`config.mk`:
```
export PLATFORM = sky130hd
export DESIGN_NAME = tiny_cpu_param
export DESIGN_NICKNAME = d
export VERILOG_FILES = /design/src/rtl/tiny_cpu_pkg.sv /design/src/rtl/tiny_cpu_alu.sv /design/src/rtl/tiny_cpu_param.sv
export SDC_FILE = /design/constraint.sdc
export NUM_CORES = 1
export LEC_CHECK = 0
export BUFFER_PORTS_ARGS = -buffer_cell sky130_fd_sc_hd__buf_2
export CAP_MARGIN = 30
export CORE_MARGIN = 2
export CORE_UTILIZATION = 51
export CTS_BUF_LIST = sky130_fd_sc_hd__clkbuf_8 sky130_fd_sc_hd__clkbuf_16
export CTS_CLUSTER_DIAMETER = 30
export DETAILED_ROUTE_END_ITERATION = 6
export HOLD_SLACK_MARGIN = 0.06
export PLACE_DENSITY = 0.79
export REMOVE_ABC_BUFFERS = 1
export SYNTH_ARGS = -nofsm -noshare
export SYNTH_HDL_FRONTEND = slang
export SYNTH_SLANG_ARGS = --single-unit
```
`constraint.sdc`:
```
create_clock -name clk -period 1.7 [get_ports clk]
set_input_delay 0.34 -clock clk [delete_from_list [all_inputs] [get_ports clk]]
set_output_delay 0.34 -clock clk [all_outputs]
set_load 0.05 [all_outputs]
```
`src/rtl/tiny_cpu_pkg.sv`:
```
// tiny_cpu_pkg: opcode table, ALU source select and state encodings for tiny_cpu_param.
package tiny_cpu_pkg;

    localparam logic [3:0] OP_ADD_A  = 4'b0000;
    localparam logic [3:0] OP_MOV_AB = 4'b0001;
    localparam logic [3:0] OP_IN_A   = 4'b0010;
    localparam logic [3:0] OP_MOV_AI = 4'b0011;
    localparam logic [3:0] OP_MOV_BA = 4'b0100;
    localparam logic [3:0] OP_ADD_B  = 4'b0101;
    localparam logic [3:0] OP_IN_B   = 4'b0110;
    localparam logic [3:0] OP_MOV_BI = 4'b0111;
    localparam logic [3:0] OP_HALT   = 4'b1000;
    localparam logic [3:0] OP_OUT_B  = 4'b1001;
    localparam logic [3:0] OP_OUT_IM = 4'b1011;
    localparam logic [3:0] OP_JNC    = 4'b1110;
    localparam logic [3:0] OP_JMP    = 4'b1111;

    typedef enum logic [1:0] {SRC_A, SRC_B, SRC_IN, SRC_ZERO} src_e;

    typedef enum logic {ST_RUN, ST_HALT} state_e;

    // Every opcode is src + im; the source picks which operand feeds the adder.
    function automatic src_e op_src(input logic [3:0] op);
        return (op == OP_ADD_A || op == OP_MOV_BA)                   ? SRC_A  :
               (op == OP_MOV_AB || op == OP_ADD_B || op == OP_OUT_B) ? SRC_B  :
               (op == OP_IN_A || op == OP_IN_B)                      ? SRC_IN : SRC_ZERO;
    endfunction

endpackage

```
`src/rtl/tiny_cpu_alu.sv`:
```
// tiny_cpu_alu: 4:1 source mux feeding a DATA_W+1 bit adder with the immediate.
module tiny_cpu_alu
    import tiny_cpu_pkg::*;
#(
    parameter int DATA_W = 4
) (
    input  logic [1:0]        sel,
    input  logic [DATA_W-1:0] a,
    input  logic [DATA_W-1:0] b,
    input  logic [DATA_W-1:0] in_port,
    input  logic [DATA_W-1:0] im,
    output logic [DATA_W-1:0] res,
    output logic              c
);
    logic [DATA_W-1:0] src;

    // Select the source operand and add the immediate with carry out
    always_comb begin
        src      = sel == SRC_A ? a : sel == SRC_B ? b : sel == SRC_IN ? in_port : '0;
        {c, res} = {1'b0, src} + {1'b0, im};
    end

endmodule

```
`src/rtl/tiny_cpu_param.sv`:
```
// tiny_cpu_param: parametrised accumulator CPU core with fetch-valid stall and output strobe.
// Optional HALT opcode (1000) and HALT state are built when TINY_CPU_HALT_EN is defined.
module tiny_cpu_param
    import tiny_cpu_pkg::*;
#(
    parameter int DATA_W   = 4,
    parameter int ADDR_W   = 4,
    parameter int PC_RESET = 0
) (
    input  logic              clk,
    input  logic              n_reset,
    input  logic              instr_valid,
    input  logic [DATA_W+3:0] instr,
    input  logic [DATA_W-1:0] in_port,
    output logic [ADDR_W-1:0] pc_addr,
    output logic [DATA_W-1:0] out_port,
    output logic              out_strobe,
    output logic              carry,
    output logic              halted
);
    logic [3:0]        op;
    logic [DATA_W-1:0] im;
    logic [DATA_W-1:0] a;
    logic [DATA_W-1:0] b;
    logic [DATA_W-1:0] res;
    logic [1:0]        sel;
    logic              c_alu;
    logic              run;
    logic              is_halt;
    logic              exec;
    logic              take;
    logic              wr_a;
    logic              wr_b;
    logic              is_out;
    logic [ADDR_W-1:0] pc_nx;

    assign op  = instr[DATA_W+3:DATA_W];
    assign im  = instr[DATA_W-1:0];
    assign sel = op_src(op);

    tiny_cpu_alu #(.DATA_W(DATA_W)) u_alu (
        .sel    (sel),
        .a      (a),
        .b      (b),
        .in_port(in_port),
        .im     (im),
        .res    (res),
        .c      (c_alu)
    );

`ifdef TINY_CPU_HALT_EN
    state_e state;
    state_e state_nx;

    // State register: HALT is only left through reset
    always_ff @(posedge clk or negedge n_reset)
        if (!n_reset) state <= ST_RUN;
        else state <= state_nx;

    // Enter HALT when a HALT opcode executes in RUN
    always_comb begin
        state_nx = state;
        if (state == ST_RUN && instr_valid && op == OP_HALT) state_nx = ST_HALT;
    end

    assign run     = state == ST_RUN;
    assign halted  = state == ST_HALT;
    assign is_halt = op == OP_HALT;
`else
    assign run     = 1'b1;
    assign halted  = 1'b0;
    assign is_halt = 1'b0;
`endif

    // Decode: execute enable, destinations, branch decision and next PC
    always_comb begin
        exec   = run & instr_valid;
        wr_a   = op[3:2] == 2'b00;
        wr_b   = op[3:2] == 2'b01;
        is_out = op == OP_OUT_B || op == OP_OUT_IM;
        take   = op == OP_JMP || (op == OP_JNC && !carry);
        pc_nx  = is_halt ? pc_addr : take ? im[ADDR_W-1:0] : pc_addr + ADDR_W'(1);
    end

    // Architectural registers update only on executed instructions; strobe marks an OUT
    always_ff @(posedge clk or negedge n_reset)
        if (!n_reset) begin
            a          <= '0;
            b          <= '0;
            out_port   <= '0;
            carry      <= 1'b0;
            out_strobe <= 1'b0;
            pc_addr    <= ADDR_W'(PC_RESET);
        end else begin
            out_strobe <= exec & is_out;
            if (exec) begin
                if (wr_a) a <= res;
                if (wr_b) b <= res;
                if (is_out) out_port <= res;
                carry   <= c_alu;
                pc_addr <= pc_nx;
            end
        end

endmodule

```
==> metrics.txt <==
period utilization=107%; Total Nets Final=178; share of the synthesized area in the top cell type=approximately 43%; failing checks=negative setup slack; Clock Latency Late Sink=approximately 0.25 ns; critical path, cell by cell=buf_8 > or3_4 > nor2_2 > a21oi_2 > ha_4 > a21o_1 > buf_6 > nor3_4 > o31ai_2; Pleak=between 0.7 and 0.8 nW; crit path kind=input pin to flop; clock sinks=18; clock root cell=clkbuf_8; Top Ports=26; Die Y=49.5 µm; H-tree depth=1; worst-path maximum fanout=4; dpl cells=between 150 and 200; WHS Endpoint=pc_addr[2]; Yosys warnings=0; Startpoint Class=input pin; hold path startpoint=instr[2]; total number of vias=1108; cell taking the most area after synthesis=dfrtp_1; commonest non-fill, non-tap cell in the layout=buf_2; share of cells above drive strength 1=about 47%; Chip Width=between 40 and 50 µm; worst hold path type=input pin to flop; die area=between 2000 and 2500 µm²; Initial Util=about 54%; grt ovf=0; Synth Area per Inst=between 9 and 10 µm²; Vias/cell=roughly 6.1; post-route insts no fill=183; Mapped Area=1050 µm²; port buffer count=24; # diodes=0; largest delay contributor family on the critical path=simple AND/OR/NAND/NOR gates; DP Wirelength=2.02 mm; final wirelength=between 3 and 4 mm; Worst path slowest cell=or3_4; Pwr Density=1130 nW/µm²; Peak supply drop=699 µV; Slowest Stage Delay on Critical Path=0.43 ns; Setup WS pre-CTS=-0.496 ns; Peak Freq=551 MHz; Seq cells post-synth=18; R2R cell count=7; first-pass GRT wire length=roughly 5.0 mm; RR Startpoint=b[0]; total negative setup slack=-0.570 ns; drt drc=0; area grow syn2layout=44.7%; GRT Total Usage=26.9%; wire per inst=17.8 µm; r2r setup slk=-0.03 ns; crit path time final=1.81 ns; pin count of the biggest net entering global routing=19; Rows=16; top post-synthesis cells by area=dfrtp_1, ha_1, o21ai_0; Levels on crit path=9; Iter 0 DRT Violations=33; FILL cells=137; most frequent cells in the layout=buf_2, dfrtp_1, nand2_1, buf_4; Hold Fails Final Rpt=0; Fin Clk Skew=approximately 0.0014 ns; worst reg2reg endpoint=out_port[2]; PnR worst setup slack=-0.115 ns; vias in the first global route=1071; Clock Tree Buf Depth=2; Max-Cap Viols=0; cell count after synthesis=114; Req. time, crit path=1.84 ns; pins over their slew limit=0; status=finished, violations left; CTS clk-pin slew, worst paths=0.07 ns; cts bufs inserted=3; count of cell types in the netlist=38; Hold Crit Depth=2; count of buffer and inverter cells on the critical path=2; routability cong.=0.916; post-route ant nets=0; RSZ-0062 raised after global routing=true; CTS tree=built; core footprint=1960 µm²; sequential cell area fraction in the yosys report=42.7%; setup violators final=8; initial antenna violation count=0; endpoint class of the critical path=flop; crit path DAT=1.96 ns; drt pass-1 iters=4
worst reg2reg max path, delay by kind of cell, from the launching register on:
family                   cells  cell delay, ns
adder cells (fa/ha/maj)      2            0.58
AND/OR/NAND/NOR              1            0.08
flip-flops                   1            0.38
buffers and inverters        1            0.05
XOR/XNOR                     1            0.17
AO/OA/AOI/OAI                2            0.37
through the flow:
step                      power (mW)  instance area [µm²]  hold WS, ns  utilization, %
final                           1.73                 1530        0.397            77.8
after global routing            1.81                 1530        0.402            77.8
after CTS                       1.65                 1430        0.380            72.8
after detailed placement        1.26                 1280        0.295            65.1
after global placement          1.24                 1280        0.284            65.1
after floorplan                 1.06                 1030       0.0444               -
report_power, final:
part	switching, mW	internal [mW]	total (mW)
combinational	0.475	0.267	0.742
clock	0.149	0.206	0.355
sequential	0.0897	0.540	0.629
total	0.713	1.01	1.73
state kept, by name (all words and copies together), names as in the netlist:
signal and flops:
a 4, b 4, carry 1, out_port 4, out_strobe 1, pc_addr 4
cell usage after synthesis, drive strengths merged:
library cell  instances
nand3b                2
or3                   1
or2b                  1
conb                  1
mux2                  2
o21a                  1
o2111ai               1
a21oi                 3
xor2                  1
nor3                  1
or2                   1
o31ai                 3
inv                   6
a31oi                 2
dfrtp                18
fa                    1
or3b                  1
a21o                  1
nand2b                4
ha                    5
o211ai                1
o311ai                1
nand3                 5
nor2b                 4
o32a                  1
a311o                 1
nand2                14
and3                  3
nor2                  9
o21ai                11
nand4b                1
a22oi                 1
a32oi                 1
buf                   4
nand4                 1
final cells by class:
cell class | instances | area (µm²) | share of cell area (%)
clock buffers | 4 | 55.1 | 3.61
inverters | 6 | 25.0 | 1.64
multi-input cells | 86 | 671 | 43.9
flip-flops and latches | 18 | 450 | 29.5
well taps | 27 | 33.8 | 2.21
repair buffers | 42 | 292 | 19.1
routing by layer:
layer	share of wire (%)	wire [µm]	track usage (%)
met1	41	1320	36.0
met2	47	1520	43.5
met3	8.4	275	5.45
met4	4.4	144	9.26
met5	0	0	0
cells by family (layout without fill, tap and decap cells):
kind of cell | after synthesis | after routing | synth area share (%)
other cells | 1 | 1 | 0.356
simple gates | 48 | 48 | 23.7
xor+xnor | 1 | 1 | 0.831
compound gates | 28 | 28 | 17.2
flops | 18 | 18 | 42.7
fa+ha+maj | 6 | 6 | 7.83
buf+inv | 10 | 52 | 4.86
mux | 2 | 2 | 2.49
how the worst max path moves through the flow:
stage / start / end / slack (ns)
2_1_floorplan: instr[7] / b[3] / -0.20
3_5_place_dp: instr[7] / a[3] / -0.50
5_1_grt: instr[7] / b[3] / -0.16
4_1_cts: instr[4] / a[3] / -0.11
6_report: instr[7] / a[3] / -0.11
3_3_place_gp: instr[7] / b[3] / -0.49
timing repair:
action	CTS	global route
endpoints found under the hold margin	18	0
pin swaps	14	17
buffers inserted	3	1
resized for setup	23	22
hold buffers	1	0
setup endpoints to repair	10	10
Note: power is estimated with default switching activity, not from simulation.
